File: config.mk
export PLATFORM = sky130hd
export DESIGN_NAME = uart_rx_axis_fifo
export DESIGN_NICKNAME = d
export VERILOG_FILES = /design/src/rtl/uart_pkg.sv /design/src/rtl/uart_rx_core.sv /design/src/rtl/uart_rx_axis_fifo.sv
export SDC_FILE = /design/constraint.sdc
export NUM_CORES = 1
export LEC_CHECK = 0
export ABC_AREA = 1
export BUFFER_PORTS_ARGS = -buffer_cell sky130_fd_sc_hd__buf_2
export CAP_MARGIN = 20
export CELL_PAD_IN_SITES_DETAIL_PLACEMENT = 0
export CELL_PAD_IN_SITES_GLOBAL_PLACEMENT = 2
export CORE_MARGIN = 2
export CORE_UTILIZATION = 38
export DETAILED_ROUTE_END_ITERATION = 12
export GPL_TIMING_DRIVEN = 0
export HOLD_SLACK_MARGIN = 0.08
export PLACE_DENSITY = 0.89
export SETUP_SLACK_MARGIN = 0.3
export SYNTH_ARGS = -nofsm -noshare
export SYNTH_HDL_FRONTEND = slang
export SYNTH_SLANG_ARGS = --single-unit
File: constraint.sdc
create_clock -name clk -period 3.4 [get_ports clk]
set_clock_uncertainty 0.05 [all_clocks]
set_input_delay 0.51 -clock clk [delete_from_list [all_inputs] [get_ports clk]]
set_output_delay 0.51 -clock clk [all_outputs]
set_load 0.02 [all_outputs]
File: src/rtl/uart_pkg.sv
// Shared UART definitions.
//   rx_state_e        : receiver FSM states (idle, start bit, data bits, stop bit)
//   ClksPerBitDefault : clocks per bit period for 10 MHz / 115200 baud
//   DataBits/StopBits : 8N1 frame geometry
package uart_pkg;

    typedef enum logic [1:0] {
        StIdle,
        StStart,
        StData,
        StStop
    } rx_state_e;

    localparam int unsigned ClksPerBitDefault = 87;
    localparam int unsigned DataBits          = 8;
    localparam int unsigned StopBits          = 1;

endpackage

File: src/rtl/uart_rx_core.sv
// 8N1 UART receiver: two-flop synchronizer, start-edge detector, bit-timing FSM and
// LSB-first shift register.
//   clk, rst_n  : clock, asynchronous active-low reset
//   rx          : asynchronous serial line, idles high
//   byte_valid  : one-cycle pulse in the stop-sample cycle when the stop bit is high
//   byte_data   : received byte, valid alongside byte_valid
//   frame_err   : one-cycle pulse, the cycle after a low stop bit was sampled
module uart_rx_core
    import uart_pkg::*;
#(
    parameter int unsigned CLKS_PER_BIT = ClksPerBitDefault
) (
    input  logic                clk,
    input  logic                rst_n,
    input  logic                rx,
    output logic                byte_valid,
    output logic [DataBits-1:0] byte_data,
    output logic                frame_err
);

    localparam int unsigned CntW = $clog2(CLKS_PER_BIT);
    localparam int unsigned IdxW = $clog2(DataBits);

    // The counter starts at 0 in the cycle after the edge is seen (E+1), so a sample
    // "at count H from E" lands on cnt == H-1; likewise full bit periods end on C-1.
    localparam logic [CntW-1:0] HalfLast = CntW'(CLKS_PER_BIT / 2 - 1);
    localparam logic [CntW-1:0] BitLast  = CntW'(CLKS_PER_BIT - 1);
    localparam logic [IdxW-1:0] IdxLast  = IdxW'(DataBits - 1);

    logic                sync1_q, sync2_q, rx_prev_q;
    rx_state_e           state_q, state_d;
    logic [CntW-1:0]     cnt_q, cnt_d;
    logic [IdxW-1:0]     idx_q, idx_d;
    logic [DataBits-1:0] shift_q, shift_d;
    logic                frame_err_q, frame_err_d;

    always_ff @(posedge clk or negedge rst_n) begin
        if (!rst_n) begin
            sync1_q   <= 1'b1;
            sync2_q   <= 1'b1;
            rx_prev_q <= 1'b1;
        end else begin
            sync1_q   <= rx;
            sync2_q   <= sync1_q;
            rx_prev_q <= sync2_q;
        end
    end

    always_ff @(posedge clk or negedge rst_n) begin
        if (!rst_n) begin
            state_q     <= StIdle;
            cnt_q       <= '0;
            idx_q       <= '0;
            shift_q     <= '0;
            frame_err_q <= 1'b0;
        end else begin
            state_q     <= state_d;
            cnt_q       <= cnt_d;
            idx_q       <= idx_d;
            shift_q     <= shift_d;
            frame_err_q <= frame_err_d;
        end
    end

    always_comb begin
        state_d     = state_q;
        cnt_d       = cnt_q + CntW'(1);
        idx_d       = idx_q;
        shift_d     = shift_q;
        byte_valid  = 1'b0;
        frame_err_d = 1'b0;
        unique case (state_q)
            StIdle: begin
                cnt_d = '0;
                // Needs a high-to-low transition, so a line stuck low never retriggers.
                if (!sync2_q && rx_prev_q) begin
                    state_d = StStart;
                end
            end
            StStart: begin
                if (cnt_q == HalfLast) begin
                    cnt_d   = '0;
                    idx_d   = '0;
                    state_d = sync2_q ? StIdle : StData;
                end
            end
            StData: begin
                if (cnt_q == BitLast) begin
                    cnt_d   = '0;
                    shift_d = {sync2_q, shift_q[DataBits-1:1]};
                    idx_d   = idx_q + IdxW'(1);
                    if (idx_q == IdxLast) begin
                        state_d = StStop;
                    end
                end
            end
            StStop: begin
                if (cnt_q == BitLast) begin
                    cnt_d   = '0;
                    state_d = StIdle;
                    if (sync2_q) begin
                        byte_valid = 1'b1;
                    end else begin
                        frame_err_d = 1'b1;
                    end
                end
            end
            default: state_d = StIdle;
        endcase
    end

    assign byte_data = shift_q;
    assign frame_err = frame_err_q;

endmodule

File: src/rtl/uart_rx_axis_fifo.sv
// UART receiver feeding a circular FIFO with an AXI-Stream master output.
//   clk, rst_n     : clock, asynchronous active-low reset
//   rx             : asynchronous 8N1 serial input
//   m_axis_tdata   : byte at the FIFO head
//   m_axis_tvalid  : FIFO not empty
//   m_axis_tready  : downstream accepts the current beat
//   frame_err      : one-cycle pulse on a low stop bit
//   overrun        : one-cycle pulse when a good byte is dropped on a full FIFO
//   fifo_count     : current occupancy
module uart_rx_axis_fifo
    import uart_pkg::*;
#(
    parameter int unsigned CLKS_PER_BIT = ClksPerBitDefault,
    parameter int unsigned FIFO_DEPTH   = 8
) (
    input  logic                          clk,
    input  logic                          rst_n,
    input  logic                          rx,
    output logic [DataBits-1:0]           m_axis_tdata,
    output logic                          m_axis_tvalid,
    input  logic                          m_axis_tready,
    output logic                          frame_err,
    output logic                          overrun,
    output logic [$clog2(FIFO_DEPTH):0]   fifo_count
);

    localparam int unsigned PtrW   = $clog2(FIFO_DEPTH);
    localparam int unsigned CountW = PtrW + 1;

    logic                byte_valid;
    logic [DataBits-1:0] byte_data;

    logic [DataBits-1:0] mem_q [FIFO_DEPTH];
    logic [PtrW-1:0]     wr_ptr_q, rd_ptr_q;
    logic [CountW-1:0]   count_q, count_d;
    logic                overrun_q;
    logic                full, pop, push;

    uart_rx_core #(
        .CLKS_PER_BIT(CLKS_PER_BIT)
    ) u_core (
        .clk       (clk),
        .rst_n     (rst_n),
        .rx        (rx),
        .byte_valid(byte_valid),
        .byte_data (byte_data),
        .frame_err (frame_err)
    );

    assign full = (count_q == CountW'(FIFO_DEPTH));
    assign pop  = m_axis_tvalid && m_axis_tready;
    // A full FIFO still accepts when the head leaves in the same cycle; the write then
    // lands in the slot being vacated, never in the new head.
    assign push = byte_valid && (!full || pop);

    always_comb begin
        count_d = count_q;
        if (push && !pop) begin
            count_d = count_q + CountW'(1);
        end else if (pop && !push) begin
            count_d = count_q - CountW'(1);
        end
    end

    always_ff @(posedge clk or negedge rst_n) begin
        if (!rst_n) begin
            wr_ptr_q  <= '0;
            rd_ptr_q  <= '0;
            count_q   <= '0;
            overrun_q <= 1'b0;
            for (int i = 0; i < int'(FIFO_DEPTH); i++) begin
                mem_q[i] <= '0;
            end
        end else begin
            if (push) begin
                mem_q[wr_ptr_q] <= byte_data;
                wr_ptr_q        <= wr_ptr_q + PtrW'(1);
            end
            if (pop) begin
                rd_ptr_q <= rd_ptr_q + PtrW'(1);
            end
            count_q   <= count_d;
            overrun_q <= byte_valid && !push;
        end
    end

    assign m_axis_tdata  = mem_q[rd_ptr_q];
    assign m_axis_tvalid = (count_q != '0);
    assign overrun       = overrun_q;
    assign fifo_count    = count_q;

endmodule

After elaboration in Yosys (flattened, before gate mapping)
Cells that the tools add are included.

Add/subtract/negate cells: 6. $lt $le $gt $ge: 3. Eq/ne operators: 12. Muxes and demuxes: 27. Bitwise operators: 2. Reductions and logical operators: 20.

Operator list (number): bitwise mux 64 bit (1); binary-select mux 8 bit (select 3 bit) (1); demux 8 bit (select 3 bit) (1); 2-to-1 mux 8 bit (3); one-hot mux 7 bit (3 select lines) (1); 2-to-1 mux 7 bit (2); 2-to-1 mux 2 bit (6); != test 2 x 1 -> 1 bit (second input constant) (5); adder 3 x 1 -> 3 bit (second input constant) (3); >= comparator 4 bit (second input constant) (2); 2-to-1 mux 4 bit (2); inverter 3 -> 4 bit (2); one-hot mux 2 bit (4 select lines) (1); adder 7 x 1 -> 7 bit (second input constant) (1); equality test 7 x 6 -> 1 bit (second input constant) (1); equality test 7 bit (second input constant) (1); logical AND 1 bit (7); 2-to-1 mux 1 bit (6); 2-to-1 mux 3 bit (2); one-hot mux 3 bit (2 select lines) (1); AND reduction 5 bit (1); adder 4 x 1 -> 4 bit (second input constant) (1); equality test 2 bit (second input constant) (2); equality test 4 bit (second input constant) (1); other kinds (12) (16).

Register bits after elaboration: 99. Input bits: 4. Output and inout bits: 15. Word-level logic and storage cells: 90.

Longest topological paths before layout
Gate-level depths: netlist of run 1.

Depth in word-level cells: 8. Gate-level depth with buffers: 16. Depth with buffers taken out: 15.

By module
Synthesis of run 1 repeated with hierarchy kept, for this count alone.

Cells, all modules: 637. Area total of the unflattened synthesis: 5146.2 sq um.

Modules (own cells, without submodules): uart_rx_axis_fifo (times used 1, cells an instance 517, area each 4072.7 sq um, seq. area each 1876.8 sq um); uart_rx_core (times used 1, cells an instance 120, area each 1073.5 sq um, seq. area each 604.3 sq um).

Worst setup path after synthesis of run 1
OpenSTA, ideal clock, no wires.

Kind: register to register. Start point: register u_core.cnt_q[0]. End point: register count_q[3], in the netlist fifo_count[3]. Library setup time: 0.121 ns. Arrival: 2.394 ns. Required time: 3.229 ns. Slack: 0.835 ns. Stages on the path, launching flop included: 17. Buffers on the path: 1. Period minus slack after synthesis: 2.565 ns. Cell sequence: dfrtp_1 -> inv_1 -> ha_1 -> nand2_1 -> inv_1 -> nand3_2 -> nor3b_2 -> buf_2 -> ha_1 -> inv_1 -> ha_1 -> a21oi_1 -> nand2_1 -> a21oi_1 -> o21ai_0 -> nand2_1 -> nand2_1.

Cells in the longest elaborated chain, start to end: 7. Elaborated cells on any way between the ends: 9. Classes of those cells: eq/ne (1); mux (3); reduce/logical (5).

RTL lines: from (decl) (RTL line uart_rx_core.sv:32) `logic [CntW-1:0] cnt_q, cnt_d;`; from (signal assigned) (RTL line uart_rx_core.sv:58) `cnt_q <= cnt_d;`; equality test 7 bit (*) (RTL line uart_rx_core.sv:98) `if (cnt_q == BitLast) begin`; 2-to-1 mux 1 bit (*) (RTL line uart_rx_core.sv:98); 2-to-1 mux 1 bit (*) (RTL line uart_rx_core.sv:72) `unique case (state_q)`; logical AND 1 bit (*) (RTL line uart_rx_axis_fifo.sv:54) `assign push = byte_valid && (!full || pop);`; named net push (RTL line uart_rx_axis_fifo.sv:37) `logic full, pop, push;`; zero test 1 bit (RTL line uart_rx_axis_fifo.sv:60) `end else if (pop && !push) begin`; logical AND 1 bit (RTL line uart_rx_axis_fifo.sv:60); nonzero test 2 bit (no source line); to (signal assigned) (RTL line uart_rx_axis_fifo.sv:82) `count_q <= count_d;`; to (decl) (RTL line uart_rx_axis_fifo.sv:35) `logic [CountW-1:0] count_q, count_d;`.

The timed path passes the listed nets; every way through them passes the cells marked *. A chain may end at the register's enable or synchronous reset.

Worst setup path in the final report of run 1
Start point: register rd_ptr_q[0]. End point: output m_axis_tdata[6].

Cells in the longest elaborated chain, start to end: 4.

RTL lines: from (decl) (RTL line uart_rx_axis_fifo.sv:34) `logic [PtrW-1:0] wr_ptr_q, rd_ptr_q;`; from (signal assigned) (RTL line uart_rx_axis_fifo.sv:80) `rd_ptr_q <= rd_ptr_q + PtrW'(1);`; inverter 3 -> 4 bit (implied by the code) (RTL line uart_rx_axis_fifo.sv:87) `assign m_axis_tdata = mem_q[rd_ptr_q];`; binary-select mux 8 bit (select 3 bit) (RTL line uart_rx_axis_fifo.sv:87); 2-to-1 mux 8 bit (implied by the code) (2 in series) (RTL line uart_rx_axis_fifo.sv:87); to (decl) (RTL line uart_rx_axis_fifo.sv:19) `output logic [DataBits-1:0] m_axis_tdata,`.

No other way between the ends. The select of a mux whose other input is x is not followed.

==> results of run 1 <==
[flip-flops by register name (all words and copies together), names as in the netlist, 3 cells and up, named ones only]
name              count
mem_q                64
wr_ptr_q              3
u_core.byte_data      8
u_core.cnt_q          7
fifo_count            4
rd_ptr_q              3
u_core.idx_q          3
[final cells by class]
class                   instances  share of cell area [%]
flip-flops and latches         99                    45.6
multi-input cells             422                    38.6
clock buffers                  13                    4.97
well taps                     168                    3.86
repair buffers                 22                    2.67
plain buffers                  27                    2.30
inverters                      27                    1.86
clock inverters                 2                   0.184
[synth_stat cells]
cell type / number / area (sq um)
ha_1: 13 / 163
or2_2: 2 / 12.5
nand3_2: 1 / 10.0
o211ai_1: 1 / 7.51
buf_1: 10 / 37.5
mux2i_1: 16 / 160
xnor2_1: 3 / 26.3
o21ai_0: 28 / 140
o22ai_1: 16 / 100
buf_2: 5 / 25.0
nor3_1: 3 / 15.0
clkinv_1: 2 / 7.51
a21oi_1: 6 / 30.0
clkbuf_1: 10 / 37.5
nor2_1: 44 / 165
nand2_1: 204 / 766
dfrtp_1: 96 / 2400
inv_1: 24 / 90.1
inv_2: 1 / 3.75
nand3_1: 74 / 370
fa_1: 1 / 20.0
mux2_2: 2 / 22.5
dfstp_2: 3 / 78.8
xor2_1: 7 / 61.3
buf_4: 2 / 15.0
nor3b_2: 1 / 12.5
[worst max-delay path: stages, from the launching register on]
cell and delay (ps):
dfrtp_1 390, clkbuf_2 200, clkinv_1 170, clkbuf_1 450, nor2_1 100, o22ai_1 310, nand2_1 100, nand2_1 70
buf_2 160
[cell families (layout without fill, tap and decap cells)]
family | count (synthesis) | in the layout | share of synthesized area [%]
flops | 99 | 99 | 51.9
buf+inv | 54 | 91 | 4.53
compound gates | 51 | 51 | 5.81
fa+ha+maj | 14 | 14 | 3.82
mux | 18 | 18 | 3.82
xor+xnor | 10 | 10 | 1.83
simple gates | 329 | 329 | 28.3
[layout by cell type (no fill, tap or decap), types with 5 or more instances in the layout]
cell type / n
nor2_1: 44
dfrtp_1: 96
mux2i_1: 16
clkbuf_16: 9
o22ai_1: 16
a21oi_1: 5
buf_2: 21
xor2_1: 7
inv_1: 24
nand2_1: 204
buf_4: 5
clkbuf_1: 10
nand3_1: 74
buf_1: 8
ha_1: 13
o21ai_0: 28
[report_power, final]
group	switching, W	internal [W]	total [W]	leakage [nW]
registers	0.0000841	0.00125	0.00134	1.35
logic	0.000671	0.000359	0.00103	1.35
clock network	0.000422	0.000550	0.000972	0.141
[per-layer routing]
layer | GRT usage, % | vias up | wire (um)
li1 | - | 1932 | -
met5 | 0 | - | 0
met4 | 5.48 | 0 | 144
met1 | 28.3 | 1834 | 5930
met3 | 4.41 | 8 | 626
met2 | 29.3 | 91 | 5470
[worst max path at each step]
stage,from,cells past startpoint,slack (ps),to
global placement,u_core.cnt_q[0],16,390,fifo_count[3]
finish,rd_ptr_q[0],8,540,m_axis_tdata[6]
CTS,rd_ptr_q[0],7,330,m_axis_tdata[1]
detailed placement,u_core.cnt_q[0],16,280,fifo_count[3]
floorplan,u_core.cnt_q[0],16,830,fifo_count[3]
global route,u_core.cnt_q[0],16,300,fifo_count[3]
[metrics by stage]
step                total power (W)  hold WS, ps  util [%]
floorplan                   0.00207          164         -
global placement            0.00236          296      41.8
detailed placement          0.00239          297      42.0
CTS                         0.00338          193      44.5
global route                0.00357          196      44.8
finish                      0.00334          211      44.8
[what timing repair did]
action	4_1_cts	5_1_grt
hold buffers	1	0
pin swaps	0	1
endpoints found under the hold margin	2	0
gates resized for setup	1	9
setup buffers	0	2
setup endpoints to repair	1	8
==> impl_metrics.csv, run 1 <==
group,metric,value,unit
worst_setup_path,r2r_setup_slack,570,ps
synthesis,seq_area_frac_synth,51.9,%
pwr,leakagePower,2.85,nW
detailed_routing,routedWlPerCell,15.6,um
global_routing,grt_pass1_wl,19700,um
worst_setup_path,arrival,2300,ps
floorplan,initial_core_util,39.3,%
timing,max_freq,0.350,GHz
detailed_routing,vias,3865,
placement,hpwl,8490,um
cts,cts.clk_slew.worst_paths,70,ps
timing,layout_min_cycle_time,2860,ps
detailed_routing,ant_nets,0,
worst_setup_path,r2r-end,"fifo_count[3]",
global_routing,grt_remaining_overflow,0,
global_routing,gr-usage-all-layers,19.4,%
floorplan,io_pins,19,
timing,tightestPinTransition,692,ps
pwr,cellPowerDensity,613,nW/um^2
worst_setup_path,cp-end-kind,"primary output",
worst_setup_path,startpoint_type,"flop",
worst_hold_path,hp-class,"in -> reg",
placement,dpl_worst_slack,278,ps
cts,cts_tree,"done",
worst_hold_path,holdPathStages,1,
synthesis,ys_seq_elements,99,
floorplan,core_area,12200,sq um
timing,relSlewSlack,53.7,%
cts,htree_levels,3,
timing,setup_violations,0,
timing,final.period_utilization,84.1,%
worst_setup_path,cp_max_fo,10,
synthesis,synth_warnings,0,
final_layout,seqCellArea,2480,sq um
cts,cts_buffer_depth,2,
cts,cts.sinks,99,
timing,hold_violations,0,
floorplan,fp.dieW,116,um
worst_setup_path,rr_worst_depth,16,
final_layout,layoutNonFillerInstCount,780,
detailed_routing,drt_wl_total,12200,um
synthesis,syn_area,4780,sq um
synthesis,ys_types,26,
global_routing,grt_pass1_vias,3668,
cts,insertion_delay,350,ps
pwr,ir_drop,0.000280,V
detailed_routing,firstDrtPassIters,5,
final_layout,nets,626,
cts,clock-root-buffer,"clkbuf_16",
floorplan,dieArea,13500,sq um
detailed_routing,drt-initial-drc-count,365,
final_layout,antenna_cells,0,
cts,cts_buffers,9,
final_layout,multi_input_area,2100,sq um
detailed_routing,drc,0,
final_layout,drive_gt1_share,9.15,%
placement,portBuffers,18,
global_routing,grt_max_degree,67,
final_layout,fillers,1244,
final_layout,areaGrowthSynthToFinish,13.9,%
timing,slew_violations,0,
floorplan,die_h,116,um
timing,fin_ws,542,ps
synthesis,netlist_instances,575,
placement,placed_area,5110,sq um
detailed_routing,viasPerCell,4.96,
synthesis,syn-mean-instance-area,8.31,sq um
placement,dp_cells,762,
run_status,status,"complete, no violations",
worst_setup_path,critical_path_class,"reg -> out",
timing,tns,0,ps
placement,gp_routability_congestion,0.817,
run,cap_viol_max_count,0,
global_routing,antenna_found_initial,0,
timing,rsz0062_at_grt,"true",
floorplan,rows,40,
worst_hold_path,whs_endpoint,"u_core.sync1_q",
worst_setup_path,r2r-start,"u_core.cnt_q[0]",
synthesis,syn-num-nets,593,
final_layout,stdcell_area,5440,sq um
worst_setup_path,required,2840,ps
worst_hold_path,hold_start,"rx",
Power figures use the tool's default switching activity.
==> inputs of run 2 (changes only) <==
==> constraint.sdc (replaced) <==
create_clock -name clk -period 2.95 [get_ports clk]
set_clock_uncertainty 0.05 [all_clocks]
set_input_delay 0.4425 -clock clk [delete_from_list [all_inputs] [get_ports clk]]
set_output_delay 0.4425 -clock clk [all_outputs]
set_load 0.02 [all_outputs]
==> run 2 against run 1 <==
Net effect:
- clock power grew 15%
- critical path depth unchanged
- via count increased by 1.8%
- non-clock buffer count grew 5
- sequential share of layout area fell by 0.78 points
- die area did not move
- hold slack got worse by 69 ps
- register-to-register slack worse by 160 ps
- global-route usage rose by 0.055 points
- first-iteration DRC count fell by 17%
- clock-buffer cell count did not move
- critical path type unchanged
- largest power group unchanged
==> impl_metrics.csv, run 2 (synthesis gave the netlist of run 1 again) <==
group,metric,value,unit
run_status,status,"complete, no violations",
final_layout,mostFrequentLayoutCells,"203 x nand2_1, 96 x dfrtp_1, 73 x nand3_1, 44 x nor2_1, 27 x o21ai_0",
worst_setup_path,critPathBufInv,4,
cts,cts_tree,"done",
timing,relSlewSlack,52.8,%
placement,hpwl,8490,um
detailed_routing,firstDrtPassIters,6,
final_layout,stdcell_area,5540,sq um
final_layout,layoutNonFillerInstCount,785,
detailed_routing,drt_wl_total,12300,um
timing,rsz0062_at_grt,"true",
detailed_routing,drc,0,
worst_setup_path,slowest_stage,"dfrtp_1",
floorplan,dieArea,13500,sq um
detailed_routing,vias,3936,
floorplan,die_h,116,um
final_layout,antenna_cells,0,
final_layout,final_common_cell,"nand2_1",
timing,tightestPinTransition,708,ps
global_routing,grt_max_degree,67,
final_layout,largest_register,"mem_q",
pwr,ir_drop,0.000322,V
global_routing,gr-usage-all-layers,19.5,%
detailed_routing,routedWlPerCell,15.7,um
worst_setup_path,path_cells,"clkbuf_2 > clkinvlp_4 > buf_2 > nor2_1 > o22ai_1 > nand2_1 > nand2_1 > buf_2",
worst_setup_path,critical_path_class,"reg -> out",
global_routing,grt_remaining_overflow,0,
detailed_routing,ant_nets,0,
final_layout,areaGrowthSynthToFinish,15.9,%
floorplan,core_area,12200,sq um
final_layout,final_core_util,45.5,%
cts,cts_buffer_depth,2,
detailed_routing,drt-initial-drc-count,302,
worst_setup_path,cp-end-kind,"primary output",
timing,max_freq,0.387,GHz
worst_setup_path,required,2460,ps
worst_hold_path,hp-class,"in -> reg",
cts,insertion_delay,350,ps
cts,cts.sinks,99,
timing,final.period_utilization,87.5,%
pwr,leakagePower,2.87,nW
pwr,power.total,0.00393,W
pwr,cellPowerDensity,709,nW/um^2
final_layout,drive_gt1_share,12.0,%
floorplan,fp.dieW,116,um
final_layout,fillers,1238,
cts,htree_levels,3,
timing,layout_min_cycle_time,2580,ps
timing,slew_violations,0,
cts,clock-root-buffer,"clkbuf_16",
floorplan,rows,40,
placement,dpl_worst_slack,-172,ps
final_layout,nets,631,
worst_setup_path,startpoint_type,"flop",
timing,setup_violations,0,
timing,fin_ws,369,ps
floorplan,initial_core_util,39.3,%
global_routing,grt_pass1_wl,19700,um
worst_setup_path,cpPeakStageDelay,390,ps
detailed_routing,viasPerCell,5.01,
cts,cts.clk_slew.worst_paths,70,ps
global_routing,grt_pass1_vias,3668,
global_routing,antenna_found_initial,0,
floorplan,io_pins,19,
run,cap_viol_max_count,0,
timing,hold_violations,0,
placement,dp_cells,762,
worst_setup_path,cp_max_fo,10,
final_layout,largest_reg_flops,64,
cts,cts_buffers,9,
placement,gp_routability_congestion,0.817,
worst_setup_path,arrival,2090,ps
placement,placed_area,5110,sq um
worst_setup_path,critPathTopFamily,"buffers and inverters",
placement,portBuffers,18,
[run 2: per-stage QoR]
step / setup TNS [ps] / hold WS (ps)
finish: 0 / 141
global route: 0 / 128
CTS: 0 / 125
detailed placement: -172 / 297
global placement: -59.3 / 296
floorplan: 0 / 96.9
[run 2: metal layers]
layer | vias up | global-route usage, % | share of wire (%)
met1 | 1890 | 28.4 | 49
met5 | - | 0 | 0
li1 | 1944 | - | -
met4 | 0 | 5.48 | 1.4
met2 | 92 | 29.4 | 45
met3 | 10 | 4.41 | 5.0
[run 2: final timing paths]
| path | slack, ps | to | start | depth (start not counted) |
|---|---|---|---|---|
| max reg2reg | 410 | fifo_count[3] | u_core.cnt_q[0] | 16 |
| max in group asynchronous | 1610 | mem_q[34] | rst_n | 3 |
| min in group asynchronous | 550 | async pin | rst_n | 2 |
| min | 140 | u_core.sync1_q | rx | 1 |
| min reg2reg | 310 | u_core.sync2_q | u_core.sync1_q | 0 |
| max | 370 | m_axis_tdata[6] | rd_ptr_q[0] | 8 |
[run 2: report_power, final]
part	internal, W	switching (W)	total (W)
registers	0.00144	0.000101	0.00154
logic	0.000460	0.000801	0.00126
clock network	0.000634	0.000488	0.00112
total	0.00254	0.00139	0.00393
[run 2: timing repair]
item | 4_1_cts | 5_1_grt
pin swaps | 1 | 5
hold buffers | 1 | 0
resized for setup | 9 | 18
setup buffers | 2 | 5
hold endpoints to repair | 33 | 0
endpoints found under the setup margin | 11 | 11
[run 2: final cells by class]
type	count	area [sq um]	area share (%)
Inverter	27	108	1.94
Multi-Input combinational cell	422	2150	38.7
Clock inverter	2	10.0	0.181
Sequential cell	99	2480	44.8
Tap cell	168	210	3.80
Buffer	27	130	2.35
Clock buffer	13	270	4.88
Timing Repair Buffer	27	183	3.30
==> inputs of run 3 (changes only) <==
--- a/config.mk
+++ b/config.mk
@@ -15,8 +15,10 @@
 export DETAILED_ROUTE_END_ITERATION = 12
 export GPL_TIMING_DRIVEN = 0
 export HOLD_SLACK_MARGIN = 0.08
+export MAX_ROUTING_LAYER = met4
 export PLACE_DENSITY = 0.89
 export SETUP_SLACK_MARGIN = 0.3
 export SYNTH_ARGS = -nofsm -noshare
 export SYNTH_HDL_FRONTEND = slang
 export SYNTH_SLANG_ARGS = --single-unit
+export TNS_END_PERCENT = 10
==> run 3 against run 2 <==
Net effect:
- routed wire length fell by 0.46%
- highest routed layer unchanged
- hold slack got worse by 1.1 ps
- power rose by 0.13%
- via count fell by 0.33%
- global-route usage up 0.61 points
- die area stayed put
- largest power group unchanged
- clock power hardly changed
- final cell count unchanged
- critical endpoint is now m_axis_tdata[0]
- register-to-register slack about the same
- sequential share of layout area is essentially flat
- setup slack improved by 2.2 ps
==> impl_metrics.csv, run 3 (synthesis gave the netlist of run 1 again) <==
group,metric,value,unit
run_status,status,"complete, no violations",
cts,clock-root-buffer,"clkbuf_16",
worst_setup_path,cpPeakStageDelay,390,ps
detailed_routing,drc,0,
global_routing,gr-usage-all-layers,20.1,%
worst_setup_path,startpoint_type,"flop",
pwr,power_frac_seq,39.3,%
pwr,p_comb_share,32.0,%
placement,hpwl,8490,um
cts,cts_tree,"done",
floorplan,die_h,116,um
timing,tns,0,ps
final_layout,nets,631,
detailed_routing,drt_wl_total,12300,um
final_layout,layoutNonFillerInstCount,785,
floorplan,dieArea,13500,sq um
timing,slew_violations,0,
detailed_routing,ant_nets,0,
pwr,power.total,0.00393,W
pwr,swShare,35.5,%
worst_setup_path,cp-end-kind,"primary output",
pwr,ir_drop,0.000323,V
worst_setup_path,critPathBufInv,4,
cts,htree_levels,3,
timing,tightestPinTransition,715,ps
final_layout,final_common_cell,"nand2_1",
floorplan,core_area,12200,sq um
final_layout,largest_register,"mem_q",
global_routing,grt_pass1_wl,19700,um
worst_setup_path,critical_path_class,"reg -> out",
worst_setup_path,required,2460,ps
floorplan,initial_core_util,39.3,%
detailed_routing,drt-initial-drc-count,300,
final_layout,antenna_cells,0,
global_routing,grt_max_degree,67,
worst_setup_path,r2r_setup_slack,420,ps
detailed_routing,viasPerCell,5.00,
cts,cts.clk_slew.worst_paths,70,ps
cts,cts_buffer_depth,2,
pwr,leakagePower,2.87,nW
placement,dp_cells,762,
timing,layout_min_cycle_time,2580,ps
worst_setup_path,cp_max_fo,10,
floorplan,fp.dieW,116,um
final_layout,mostFrequentLayoutCells,"203 x nand2_1, 96 x dfrtp_1, 73 x nand3_1, 44 x nor2_1, 27 x o21ai_0",
worst_setup_path,path_cells,"clkbuf_2 > clkinvlp_4 > buf_2 > nor2_1 > o22ai_1 > nand2_1 > nand2_1 > buf_2",
placement,portBuffers,18,
timing,max_freq,0.388,GHz
final_layout,drive_gt1_share,11.8,%
final_layout,largest_reg_flops,64,
timing,setup_violations,0,
cts,cts_buffers,9,
final_layout,areaGrowthSynthToFinish,15.8,%
worst_setup_path,arrival,2090,ps
placement,placed_area,5110,sq um
detailed_routing,vias,3923,
worst_setup_path,critPathTopFamily,"buffers and inverters",
run,cap_viol_max_count,0,
cts,cts.sinks,99,
worst_setup_path,slowest_stage,"dfrtp_1",
placement,gp_routability_congestion,0.830,
global_routing,grt_remaining_overflow,0,
floorplan,io_pins,19,
pwr,internal-power,0.00253,W
timing,relSlewSlack,52.1,%
detailed_routing,routedWlPerCell,15.6,um
final_layout,stdcell_area,5530,sq um
pwr,cellPowerDensity,710,nW/um^2
detailed_routing,firstDrtPassIters,5,
timing,rsz0062_at_grt,"true",
cts,insertion_delay,350,ps
timing,final.period_utilization,87.4,%
floorplan,rows,40,
pwr,p_sw,0.00140,W
global_routing,grt_pass1_vias,3657,
global_routing,antenna_found_initial,0,
pwr,clkPwrFrac,28.7,%
worst_hold_path,hp-class,"in -> reg",
timing,hold_violations,0,
[run 3: cell count changes in the layout (fill, tap and decap cells not counted)]
cell / before / now
mux2i_1: 14 / 15
mux2i_2: 2 / 1
[run 3: repair_timing]
item / 4_1_cts / 5_1_grt
setup endpoints to repair: 11 / 11
hold buffers: 1 / 0
setup buffers: 2 / 5
hold endpoints to repair: 33 / 0
gates resized for setup: 9 / 17
pin swaps: 1 / 5
[run 3: layout make-up]
cell class / instances / area, sq um
clock inverters: 2 / 10.0
fillers: 1239 / 6630
plain buffers: 27 / 130
multi-input cells: 422 / 2140
well taps: 168 / 210
repair buffers: 27 / 183
inverters: 27 / 108
clock buffers: 13 / 270
flip-flops and latches: 99 / 2480
[run 3: layer usage]
metal,vias to the layer above,global-route usage [%],share of wire [%],wire (um)
li1,1947,-,-,-
met2,93,29.3,44,5450
met3,12,4.41,5.6,685
met1,1871,28.5,49,5970
met5,-,-,0,0
met4,0,5.48,1.4,171
[run 3: power by group through the flow]
stage	sequential [W]	clock, W	combinational (W)
3_3_place_gp	0.00156	0	0.00116
2_1_floorplan	0.00157	0	0.000813
5_1_grt	0.00156	0.00121	0.00141
4_1_cts	0.00154	0.00116	0.00120
3_5_place_dp	0.00156	0	0.00119
6_report	0.00154	0.00113	0.00126
[run 3: metrics by stage]
stage	setup WS, ps	util, %	hold slack [ps]
2_1_floorplan	385	-	96.9
3_3_place_gp	-59.3	41.8	296
3_5_place_dp	-172	42.0	297
4_1_cts	215	44.8	125
5_1_grt	255	45.5	128
6_report	371	45.5	140
[run 3: worst paths after layout]
| path | end | cells after the start | startpoint |
|---|---|---|---|
| setup / recovery | m_axis_tdata[0] | 8 | rd_ptr_q[0] |
| hold / removal | u_core.sync1_q | 1 | rx |
| setup reg to reg | fifo_count[3] | 16 | u_core.cnt_q[0] |
| hold reg to reg | u_core.sync2_q | 0 | u_core.sync1_q |
| max in group asynchronous | mem_q[17] | 3 | rst_n |
| min in group asynchronous | async pin | 2 | rst_n |
